==> src/rtl/memory_slave.sv <==
// memory_slave: responder end of the memory-model bus.
//
// Accepts one transaction at a time while idle, stores write data in a
// MEM_SIZE-deep register array and answers every accepted transaction with
// a one-cycle slv_rsp pulse (plus err for out-of-range addresses). The
// array is named 'mem' so it can be reached hierarchically for backdoor
// peek/poke.
//
// Ports:
//   clk      - single clock, rising-edge
//   reset    - asynchronous active-high reset
//   req      - request valid, sampled only while idle
//   wr       - 1 = write, 0 = read, sampled with req
//   addr     - word address, sampled with req
//   wdata    - write data, sampled with req
//   rdata    - read data, valid with slv_rsp on a read, held otherwise
//   slv_rsp  - one-cycle completion pulse
//   err      - out-of-range flag, high together with slv_rsp
//   busy     - high whenever the FSM is not idle
module memory_slave #(
  parameter int ADDR_WIDTH = 8,
  parameter int DATA_WIDTH = 32,
  parameter int MEM_SIZE   = 16,
  parameter int RD_LATENCY = 2
) (
  input  logic                  clk,
  input  logic                  reset,
  input  logic                  req,
  input  logic                  wr,
  input  logic [ADDR_WIDTH-1:0] addr,
  input  logic [DATA_WIDTH-1:0] wdata,
  output logic [DATA_WIDTH-1:0] rdata,
  output logic                  slv_rsp,
  output logic                  err,
  output logic                  busy
);

  localparam int IDX_W = (MEM_SIZE > 1) ? $clog2(MEM_SIZE) : 1;
  localparam int CNT_W = 4;
  localparam logic [CNT_W-1:0] CNT_LOAD = CNT_W'(RD_LATENCY - 1);
  localparam logic [CNT_W-1:0] CNT_ZERO = {CNT_W{1'b0}};
  localparam logic [CNT_W-1:0] CNT_ONE  = CNT_W'(1);

  typedef enum logic [1:0] {
    IDLE      = 2'd0,
    WR_COMMIT = 2'd1,
    RD_WAIT   = 2'd2,
    RESP      = 2'd3
  } state_t;

  state_t                state_r;
  state_t                state_nxt_s;
  logic [ADDR_WIDTH-1:0] addr_r;
  logic [DATA_WIDTH-1:0] wdata_r;
  logic [CNT_W-1:0]      cnt_r;
  logic [DATA_WIDTH-1:0] mem [MEM_SIZE];

  logic                  capture_s;
  logic                  commit_s;
  logic                  fetch_s;
  logic                  rsp_set_s;
  logic                  oor_s;
  logic [IDX_W-1:0]      idx_s;

  // Range check on the captured address at full width (no truncation), so
  // addresses that alias into the array when sliced are still flagged.
  assign oor_s = (64'(addr_r) >= 64'(MEM_SIZE));
  // Only used when oor_s is low, so the slice always names a real word.
  assign idx_s = addr_r[IDX_W-1:0];

  // Next-state and per-cycle action decode.
  always_comb begin
    state_nxt_s = state_r;
    capture_s   = 1'b0;
    commit_s    = 1'b0;
    fetch_s     = 1'b0;
    case (state_r)
      IDLE: begin
        if (req) begin
          capture_s   = 1'b1;
          state_nxt_s = wr ? WR_COMMIT : RD_WAIT;
        end else begin
          state_nxt_s = IDLE;
        end
      end
      WR_COMMIT: begin
        commit_s    = 1'b1;
        state_nxt_s = RESP;
      end
      RD_WAIT: begin
        if (cnt_r == CNT_ZERO) begin
          fetch_s     = 1'b1;
          state_nxt_s = RESP;
        end else begin
          state_nxt_s = RD_WAIT;
        end
      end
      RESP: begin
        state_nxt_s = IDLE;
      end
      default: begin
        state_nxt_s = IDLE;
      end
    endcase
    rsp_set_s = commit_s | fetch_s;
  end

  // FSM state register.
  always_ff @(posedge clk or posedge reset) begin
    if (reset) begin
      state_r <= IDLE;
    end else begin
      state_r <= state_nxt_s;
    end
  end

  // Transaction holding registers and read-latency counter.
  always_ff @(posedge clk or posedge reset) begin
    if (reset) begin
      addr_r  <= {ADDR_WIDTH{1'b0}};
      wdata_r <= {DATA_WIDTH{1'b0}};
      cnt_r   <= CNT_ZERO;
    end else if (capture_s) begin
      addr_r  <= addr;
      wdata_r <= wdata;
      cnt_r   <= CNT_LOAD;
    end else if ((state_r == RD_WAIT) && (cnt_r != CNT_ZERO)) begin
      cnt_r   <= cnt_r - CNT_ONE;
    end
  end

  // Storage array; out-of-range writes are silently dropped.
  always_ff @(posedge clk or posedge reset) begin
    if (reset) begin
      for (int i = 0; i < MEM_SIZE; i++) begin
        mem[i] <= {DATA_WIDTH{1'b0}};
      end
    end else if (commit_s && !oor_s) begin
      mem[idx_s] <= wdata_r;
    end
  end

  // Registered outputs. rdata only changes on a read fetch; busy mirrors
  // the state the FSM is entering so it is exact without a combinational path.
  always_ff @(posedge clk or posedge reset) begin
    if (reset) begin
      rdata   <= {DATA_WIDTH{1'b0}};
      slv_rsp <= 1'b0;
      err     <= 1'b0;
      busy    <= 1'b0;
    end else begin
      if (fetch_s) begin
        rdata <= oor_s ? {DATA_WIDTH{1'b0}} : mem[idx_s];
      end
      slv_rsp <= rsp_set_s;
      err     <= rsp_set_s & oor_s;
      busy    <= (state_nxt_s != IDLE);
    end
  end

endmodule

==> config.mk <==
export PLATFORM = sky130hd
export DESIGN_NAME = memory_slave
export DESIGN_NICKNAME = d
export VERILOG_FILES = /design/src/rtl/memory_slave.sv
export SDC_FILE = /design/constraint.sdc
export NUM_CORES = 1
export LEC_CHECK = 0
export CAP_MARGIN = 20
export CORE_AREA = 3 3 228 230
export DETAILED_ROUTE_END_ITERATION = 7
export DIE_AREA = 0 0 231 233
export PLACE_DENSITY = 0.83
export SKIP_LAST_GASP = 1
export SYNTH_ARGS = -nofsm -noshare
export SYNTH_HDL_FRONTEND = slang
export SYNTH_SLANG_ARGS = --single-unit
==> constraint.sdc <==
create_clock -name clk -period 19.2 [get_ports clk]
set_input_delay 2.88 -clock clk [delete_from_list [all_inputs] [get_ports clk]]
set_output_delay 2.88 -clock clk [all_outputs]
set_load 0.02 [all_outputs]
---- Yosys cells after proc, flatten, opt, wreduce, memory -nomap -nowiden ----
Cells that the tools add are included.
storage, ports and cells
  bits in registers ....................... 593
  input bits .............................. 44
  output and inout bits ................... 35
  logic and storage cells ................. 61
cells by class
  reductions and logical operators ........ 9
  equal/unequal tests ..................... 3
  add/sub/neg operators ................... 1
  $lt $le $gt $ge ......................... 3
  bitwise gates (word level) .............. 3
  muxes and demuxes ....................... 18
operators with widths
  operator                                                                number
  512-bit bitwise mux                                                     1
  32-bit binary-select mux with 4-bit select                              1
  32-bit demux with 4-bit select                                          1
  32-bit 2-to-1 mux                                                       4
  8-bit by 5-bit >= comparator with 1-bit output (second input constant)  1
  4-bit 2-to-1 mux                                                        2
  2-bit one-hot mux with 4 select lines                                   1
  1-bit 2-to-1 mux                                                        6
  5-bit >= comparator (second input constant)                             1
  5-bit by 1-bit < comparator with 1-bit output (second input constant)   1
  4-bit inverter with 5-bit output                                        1
  2-bit == test (second input constant)                                   2
  4-bit zero test                                                         1
  2-bit 2-to-1 mux                                                        2
  2-bit nonzero test                                                      2
  4-bit nonzero test                                                      1
  4-bit by 1-bit subtractor with 4-bit output (second input constant)     1
  1-bit logical AND                                                       3
  2-bit by 1-bit == test with 1-bit output (second input constant)        1
  2-bit zero test                                                         1
  1-bit AND                                                               1
  1-bit zero test                                                         1
  1-bit OR                                                                1

---- Depth between registers and ports, before layout ----
Gate-level depths: netlist of run 1.
  word-level depth ........................ 6
  mapped depth ............................ 8
  gate-level depth less buffers ........... 6

---- Least setup slack after synthesis of run 1 ----
No wires, ideal clock.
  kind .................................... in2reg
  start point ............................. in req
  end point ............................... reg addr_r[0]
  arrival time ............................ 3.726 ns
  path slack .............................. 15.349 ns
  setup time .............................. 0.125 ns
  stages on the path ...................... 3
  required time ........................... 19.075 ns
  path buffers ............................ 1
  cell sequence ........................... nand2_1 buf_1 mux2_2
on the way
  word-level cells in the longest chain between the ends .. 2
ends and longest elaborated chain
  what                    RTL line  RTL
  start: declaration      28        input logic req,
  1-bit 2-to-1 mux        79        if (req) begin
  1-bit 2-to-1 mux        77        case (state_r)
  end signal: assignment  120       addr_r <= {ADDR_WIDTH{1'b0}};
  end signal: assignment  124       addr_r <= addr;
  end: declaration        53        logic [ADDR_WIDTH-1:0] addr_r;
Every way passes these cells.
A chain may end at the register's enable or synchronous reset.

==> impl_metrics.toml, run 1 <==
[worst_setup_path]
endpoint_kind = "async pin"
worst-path-max-fanout = 79
worstPathRequired_ps = 19960
crit_path_start_kind = "primary input"
crit_arrival_ps = 6180
path_class = "primary input to async pin"

[timing]
relSlewSlack_pct = 26.4
fin_ws_ps = 13770
skew_ps = 14.7
fmax_mhz = 184
rsz0062_at_grt = "false"
drv_slew = 0
finalSetupViolCount = 0
finalHoldViolCount = 0
period_share_pct = 28.3
worst-slew-pin-transition_ps = 1100
fin_setup_tns_ps = 0
period_minus_slack_ps = 5430

[synthesis]
netlist_instances = 1608
yosysTopAreaCellShare_pct = 57.0
synth_seq_cells = 593
syn_area_sq_um = 26000
ys_top_cells_by_area = "dfrtp_1 (57%), mux2_2 (22%), mux4_2 (11%), mux2_1 (1.5%), buf_2 (1.1%)"
synth_cell_types = 39
syn_nets = 1658
avgSynthCellArea_sq_um = 16.2
synth_area_leader_cell = "dfrtp_1"
yosysWarnings = 0
ys_seq_area_share_pct = 57.0

[route]
ant_nets = 0
routedWlPerCell_um = 24.3
routed_wl_mm = 57.2
drt_pass1_iterations = 5
drc_errors = 0
vias_per_cell = 6.06
drt_iter0_markers = 1126
vias = 14282

[power]
p_leak_nw = 14.1
powerDensity_nw_per_um2 = 128
vdd_drop_max_uv = 79.6

[layout]
fin_nets = 1688
area_growth_pct = 12.9
diodes = 0
drive_above_1_share_pct = 47.7
fin_cells = 2358
final_util_pct = 58.7

[cts]
htreeDepth = 2
cts_tree = "yes"
holdBufCountCts = 0
cts_root_buffer = "clkbuf_16"
post_cts_resized = 0
postCtsSetupBuffers = 0
cts_buffers = 58
cts_buffer_depth = 3
clkSinkCount = 593
clk_pin_slew_ps = 60
clk_latency_ps = 620

[floorplanning]
die_w_um = 231
rows = 82
ios = 79
dieArea_sq_um = 53800
die_h_um = 233
start_util_pct = 52.0
core_sq_um = 50100

[placed_design]
hpwlAfterDp_mm = 32.8
dp_cells = 2248
pre_cts_slack_ps = 12480
port_buffers = 78
globalplace.congestion = 0.739

[min_path]
hold_path_class = "flip-flop to flip-flop"

[grt]
grt_max_degree = 198
grt_pass1_vias = 15672
grt_overflow = 0
grt_usage_pct = 21.8
grt_pass1_wl_mm = 91.3
antenna_found_initial = 0

[flow_run]
cap_violations = 0

[status]
outcome = "complete, no violations"
[path summary, 6_finish.rpt]
check                                       from               endpoint  slack, ps  depth (start not counted)
min in group asynchronous                  reset   cnt_r[3]$_DFFE_PP0P_       2690                          2
max in group clk           rdata[15]$_DFFE_PP0P_              rdata[15]      14710                          1
hold / removal             rdata[25]$_DFFE_PP0P_  rdata[25]$_DFFE_PP0P_        480                          2
hold reg to reg            rdata[25]$_DFFE_PP0P_  rdata[25]$_DFFE_PP0P_        480                          2
setup / recovery                           reset   mem[461]$_DFFE_PP0P_      13770                          6
setup reg to reg           addr_r[2]$_DFFE_PP0P_   rdata[7]$_DFFE_PP0P_      15240                          6
[where the power goes]
part	internal (mW)	switching, mW	leakage, nW
clock network	0.749	0.480	1.05
logic	0.410	0.346	4.92
registers	1.47	0.313	8.15
[metal layers]
layer	wire, um	GRT usage, %	vias to the layer above	share of wire [%]
li1	-	-	6071	-
met1	24600	30.1	7804	43
met2	28700	36.7	322	50
met3	2800	3.64	85	4.9
met4	1170	5.07	0	2.0
met5	0	0	-	0
[layout by cell type (no fill, tap or decap), types with 21 or more instances in the layout]
cell             synthesis  layout
mux2_2                 517     517
dfrtp_1                593     591
buf_4                   17      31
mux4_2                 125     125
a221oi_1                21      21
clkdlybuf4s50_1          0      78
clkbuf_16                0      58
a22o_1                  32      32
o21ai_0                 22      22
nand2_1                 35      34
mux2_1                  35      35
[worst max-delay path: stages]
cell and delay [ps]:
clkdlybuf4s50_1 440, clkinvlp_4 420, buf_4 810, buf_4 850, buf_4 320, buf_16 350
[flip-flops by register name (all words and copies together) (netlist names)]
signal   cells
slv_rsp      1
wdata_r     32
cnt_r        4
state_r      2
rdata       32
addr_r       8
mem        512
busy         1
err          1
[Yosys cell counts (all sizes together)]
master,count
nor4,1
nand3,7
nand2,35
or3b,1
xor2,2
mux2i,1
mux2,552
and4b,1
nand4b,2
and2,2
mux4,128
ha,6
buf,87
nand4,2
nor2b,4
nor2,4
a22o,32
dfrtp,593
and3,3
clkbuf,56
xnor2,1
o21ai,34
and4bb,1
a221oi,32
a31oi,1
a21oi,3
nand3b,7
and4,1
nor3,2
inv,7
[metrics by stage]
step / total power [mW] / instance area [sq um] / hold WS, ps
after floorplan: 2.33 / 26000 / 452
after global placement: 2.52 / 27200 / 461
after detailed placement: 2.57 / 27200 / 471
after CTS: 3.80 / 29300 / 484
after global routing: 3.95 / 29400 / 500
final: 3.77 / 29400 / 477
[kinds of logic (layout without fill, tap and decap cells)]
kind of cell | after synthesis | after routing | synth area share, %
AND/OR/NAND/NOR | 73 | 73 | 1.45
adder cells (fa/ha/maj) | 6 | 6 | 0.288
AO/OA/AOI/OAI | 102 | 102 | 3.15
flip-flops | 593 | 593 | 57.0
XOR/XNOR | 3 | 3 | 0.101
multiplexers | 681 | 681 | 35.0
buffers and inverters | 150 | 228 | 2.98
[layout make-up]
cell class | count | area (sq um)
Clock buffer | 84 | 1740
Clock inverter | 24 | 368
Fill cell | 3787 | 20700
Inverter | 7 | 30.0
Multi-Input combinational cell | 865 | 10500
Sequential cell | 593 | 14800
Tap cell | 672 | 841
Timing Repair Buffer | 113 | 1100
(Power assumes the default switching activity.)
==> inputs of run 2 (changes only) <==
- PLACE_DENSITY: 0.83 -> 0.81
- clock period: 19.2 -> 5.2 ns (I/O delays scaled with it)
==> impl_metrics.toml, run 2 (synthesis gave the netlist of run 1 again) <==
[layout]
reg_top3 = "mem x512, rdata x32, wdata_r x32"
area_growth_pct = 13.3
fin_nets = 1693
largest_register = "mem"
final_cell_mix = "dfrtp_1 (591), mux2_2 (517), mux4_2 (125), clkdlybuf4s50_1 (78), clkbuf_16 (59)"
drive_above_1_share_pct = 47.9
final_common_cell = "dfrtp_1"
nFillCells = 3731
largest_reg_flops = 512
fin_area_sq_um = 29500
diodes = 0

[flow_run]
cap_violations = 0

[timing]
finalHoldViolCount = 0
skew_ps = 20.8
finalSetupViolCount = 0
fin_setup_tns_ps = 0
rsz0062_at_grt = "false"
fmax_mhz = 335
worst-slew-pin-transition_ps = 1160
period_share_pct = 57.4
relSlewSlack_pct = 22.7
drv_slew = 0
period_minus_slack_ps = 2990

[power]
switchingPower_mw = 4.29
powerDensity_nw_per_um2 = 477
p_int_mw = 9.77
vdd_drop_max_uv = 349
p_comb_share_pct = 21.0
p_sw_share_pct = 30.5
p_leak_nw = 14.1
p_clk_share_pct = 32.9
pwr-share-seq_pct = 46.1

[cts]
clk_latency_ps = 620
postCtsSetupBuffers = 0
post_cts_resized = 0
cts_buffer_depth = 3
cts_root_buffer = "clkbuf_16"
holdBufCountCts = 0
cts_tree = "yes"
clk_pin_slew_ps = 60
clkSinkCount = 593
htreeDepth = 2
cts_buffers = 59

[worst_setup_path]
crit_arrival_ps = 3440
worstPathRequired_ps = 5660
worst-path-max-fanout = 104
crit_path_start_kind = "flip-flop"
endpoint_kind = "flip-flop"
path_class = "flip-flop to flip-flop"
rr_worst_depth = 5

[placed_design]
globalplace.congestion = 0.744
place_area_sq_um = 27300
hpwlAfterDp_mm = 32.9
port_buffers = 78

[route]
vias = 14348
drt_pass1_iterations = 5
drt_iter0_markers = 914
ant_nets = 0
vias_per_cell = 6.07
routed_wl_mm = 59.1
drc_errors = 0
routedWlPerCell_um = 25.0

[floorplanning]
dieArea_sq_um = 53800
core_sq_um = 50100
start_util_pct = 52.0
die_w_um = 231
rows = 82
ios = 79
die_h_um = 233

[grt]
grt_max_degree = 163
grt_pass1_vias = 15503
grt_overflow = 0
grt_usage_pct = 22.6
antenna_found_initial = 0
grt_pass1_wl_mm = 93.0

[status]
outcome = "complete, no violations"

[min_path]
hold_path_class = "flip-flop to flip-flop"
hold_depth = 2
==> run 2: stage by stage <==
stage          hold WS, ps  utilization (%)  std cells  setup WS (ps)  total power, mW
3_5_place_dp           474             54.6       2253           2170             9.51
3_3_place_gp           464             54.6       2253           2270             9.34
6_report               483             58.9       2362           2210             14.1
4_1_cts                488             58.9       2361           2200             14.2
2_1_floorplan          452                -       1608          -3670             8.62
5_1_grt                505             58.9       2362           2050             14.7
==> run 2: path summary, 6_finish.rpt <==
kind / from / end / slack (ps)
min in group asynchronous: reset / mem[476]$_DFFE_PP0P_ / 730
worst max register to register: addr_r[3]$_DFFE_PP0P_ / rdata[23]$_DFFE_PP0P_ / 2210
worst min register to register: rdata[24]$_DFFE_PP0P_ / rdata[24]$_DFFE_PP0P_ / 480
max in group asynchronous: reset / mem[371]$_DFFE_PP0P_ / 3140
worst min-delay path: rdata[24]$_DFFE_PP0P_ / rdata[24]$_DFFE_PP0P_ / 480
worst max-delay path: addr_r[3]$_DFFE_PP0P_ / rdata[23]$_DFFE_PP0P_ / 2210
==> run 2: layout make-up <==
type                       count  area [sq um]  share of cell area [%]
clock buffer                  77          1650                    5.61
inverter                       7          30.0                   0.102
timing repair buffer         117          1180                    4.00
sequential                   593         14800                    50.3
multi-input combinational    865         10500                    35.5
clock inverter                31           472                    1.60
tap                          672           841                    2.85
==> run 2: power groups by stage <==
stage / sequential, mW / combinational [mW] / clock, mW
after floorplan: 5.93 / 2.69 / 0
after global placement: 6.45 / 2.89 / 0
after detailed placement: 6.54 / 2.97 / 0
after CTS: 6.47 / 2.98 / 4.70
after global routing: 6.65 / 3.16 / 4.87
final: 6.48 / 2.96 / 4.62
==> run 2: metal layers <==
layer	vias to the layer above	routed length [um]	share of wire, %	track usage [%]
met3	138	3300	5.6	3.83
met5	-	0	0	0
li1	6108	-	-	-
met1	7713	25500	43	31.3
met4	0	2080	3.5	8.25
met2	389	28200	48	36.3
==> run 2: critical path: stages, from the launching register on <==
cell and delay [ps]:
dfrtp_4 820, buf_12 530, mux4_2 590, a22o_1 260
a221oi_1 270, o21ai_0 130
==> inputs of run 3 (changes only) <==
- PLACE_DENSITY: 0.81 -> 0.83
- clock period: 5.2 -> 2.4 ns (I/O delays scaled with it)
==> impl_metrics.toml, run 3 (synthesis gave the netlist of run 1 again) <==
[status]
outcome = "complete, no violations"

[route]
routed_wl_mm = 60.1
routedWlPerCell_um = 25.0
vias = 14685
ant_nets = 0
vias_per_cell = 6.10
drt_pass1_iterations = 5
drc_errors = 0
drt_iter0_markers = 1144

[timing]
rsz0062_at_grt = "false"
finalSetupViolCount = 0
fin_ws_ps = 196
fmax_mhz = 454
drv_slew = 0
worst-slew-pin-transition_ps = 634
period_share_pct = 91.8
skew_ps = 10.6
finalHoldViolCount = 0
period_minus_slack_ps = 2200
relSlewSlack_pct = 57.3

[worst_setup_path]
worstPathRequired_ps = 2900
path_cells = "nor2b_4 > buf_4 > nand3b_1 > buf_4 > mux2_2"
endpoint_kind = "flip-flop"
reg2reg_slack_ps = 200
path_class = "flip-flop to flip-flop"
cp_slowest_stage_delay_ps = 680
crit_arrival_ps = 2700
cpMostUsedCell = "buf_4"
worst-path-max-fanout = 13
cpMaxStageDelayCell = "dfrtp_1"
crit_path_start_kind = "flip-flop"

[grt]
antenna_found_initial = 0
grt_overflow = 0
grt_usage_pct = 23.1
grt_pass1_wl_mm = 96.0
grt_max_degree = 105
grt_pass1_vias = 16169

[cts]
clkSinkCount = 593
cts_buffer_depth = 3
post_cts_resized = 0
cts_root_buffer = "clkbuf_16"
cts_tree = "yes"
postCtsSetupBuffers = 0
cts_buffers = 59
htreeDepth = 2
clk_latency_ps = 620
clk_pin_slew_ps = 60
holdBufCountCts = 0

[layout]
largest_register = "mem"
drive_above_1_share_pct = 48.6
largest_reg_flops = 512
fin_nets = 1741
nFillCells = 3645
diodes = 0
reg_top3 = "mem x512, rdata x32, wdata_r x32"
area_growth_pct = 14.9
fin_cells = 2408
final_cell_mix = "dfrtp_1 (591), mux2_2 (517), mux4_2 (125), clkdlybuf4s50_1 (78), clkbuf_16 (59)"
final_common_cell = "dfrtp_1"

[power]
vdd_drop_max_uv = 634
p_leak_nw = 14.4
powerDensity_nw_per_um2 = 1000

[floorplanning]
dieArea_sq_um = 53800
core_sq_um = 50100
rows = 82
ios = 79
die_h_um = 233
die_w_um = 231
start_util_pct = 52.0

[flow_run]
cap_violations = 0

[placed_design]
globalplace.congestion = 0.787
dp_cells = 2298
pre_cts_slack_ps = 103
hpwlAfterDp_mm = 37.0
port_buffers = 78

[min_path]
hold_path_class = "primary input to async pin"
==> run 3: cell types whose count changed in the layout (fill, tap and decap cells not counted), sizes merged <==
cell	previous run	this run
clkinvlp	7	2
inv	8	7
clkbuf	77	91
bufinv	11	1
buf	39	87
==> run 3: layout make-up <==
| cell class | count | area (sq um) | area share, % |
|---|---|---|---|
| Sequential cell | 593 | 14800 | 49.6 |
| Timing Repair Buffer | 165 | 1850 | 6.17 |
| Tap cell | 672 | 841 | 2.81 |
| Clock inverter | 15 | 143 | 0.477 |
| Multi-Input combinational cell | 865 | 10500 | 35.0 |
| Clock buffer | 91 | 1740 | 5.81 |
| Inverter | 7 | 30.0 | 0.100 |
==> run 3: final timing paths <==
kind                                       startpoint                       to  cells past startpoint
min in group clk                            wdata[14]  wdata_r[14]$_DFFE_PP0P_                      2
worst min-delay path                            reset           busy$_DFF_PP0_                      2
max in group asynchronous                       reset      mem[66]$_DFFE_PP0P_                      4
worst max-delay path            addr_r[0]$_DFFE_PP0P_     mem[458]$_DFFE_PP0P_                      5
worst max register to register  addr_r[0]$_DFFE_PP0P_     mem[458]$_DFFE_PP0P_                      5
worst min register to register  rdata[25]$_DFFE_PP0P_    rdata[25]$_DFFE_PP0P_                      2
==> run 3: power breakdown <==
group / internal [mW] / switching (mW) / total [mW]
Combinational: 3.76 / 3.32 / 7.08
Sequential: 11.8 / 2.19 / 14.0
Clock: 5.07 / 3.82 / 8.89
Total: 20.6 / 9.33 / 30.0
==> run 3: per-layer routing <==
metal  GRT usage, %  share of wire, %  vias to the layer above
met5              0                 0                        -
met4           6.97               2.9                        0
met3           4.27               5.8                      122
met2           39.0                50                      461
met1           30.9                41                     7916
li1               -                 -                     6186
==> run 3: worst max-delay path, delay by kind of cell, from the launching register on <==
kind                   cells  cell delay, ps
DFF                        1             680
and+or+nand+nor            2             550
muxes                      1             310
buffers and inverters      2             540
==> run 3: per-stage QoR <==
step	setup TNS [ps]	util (%)	power, mW	hold slack, ps	cell area (sq um)
after floorplan	-3584870	-	18.7	451	26000
after global placement	0	55.9	20.7	462	28000
after detailed placement	0	55.9	21.1	469	28000
after CTS	0	59.7	30.1	109	29900
after global routing	0	59.7	31.4	121	29900
final	0	59.7	30.0	122	29900
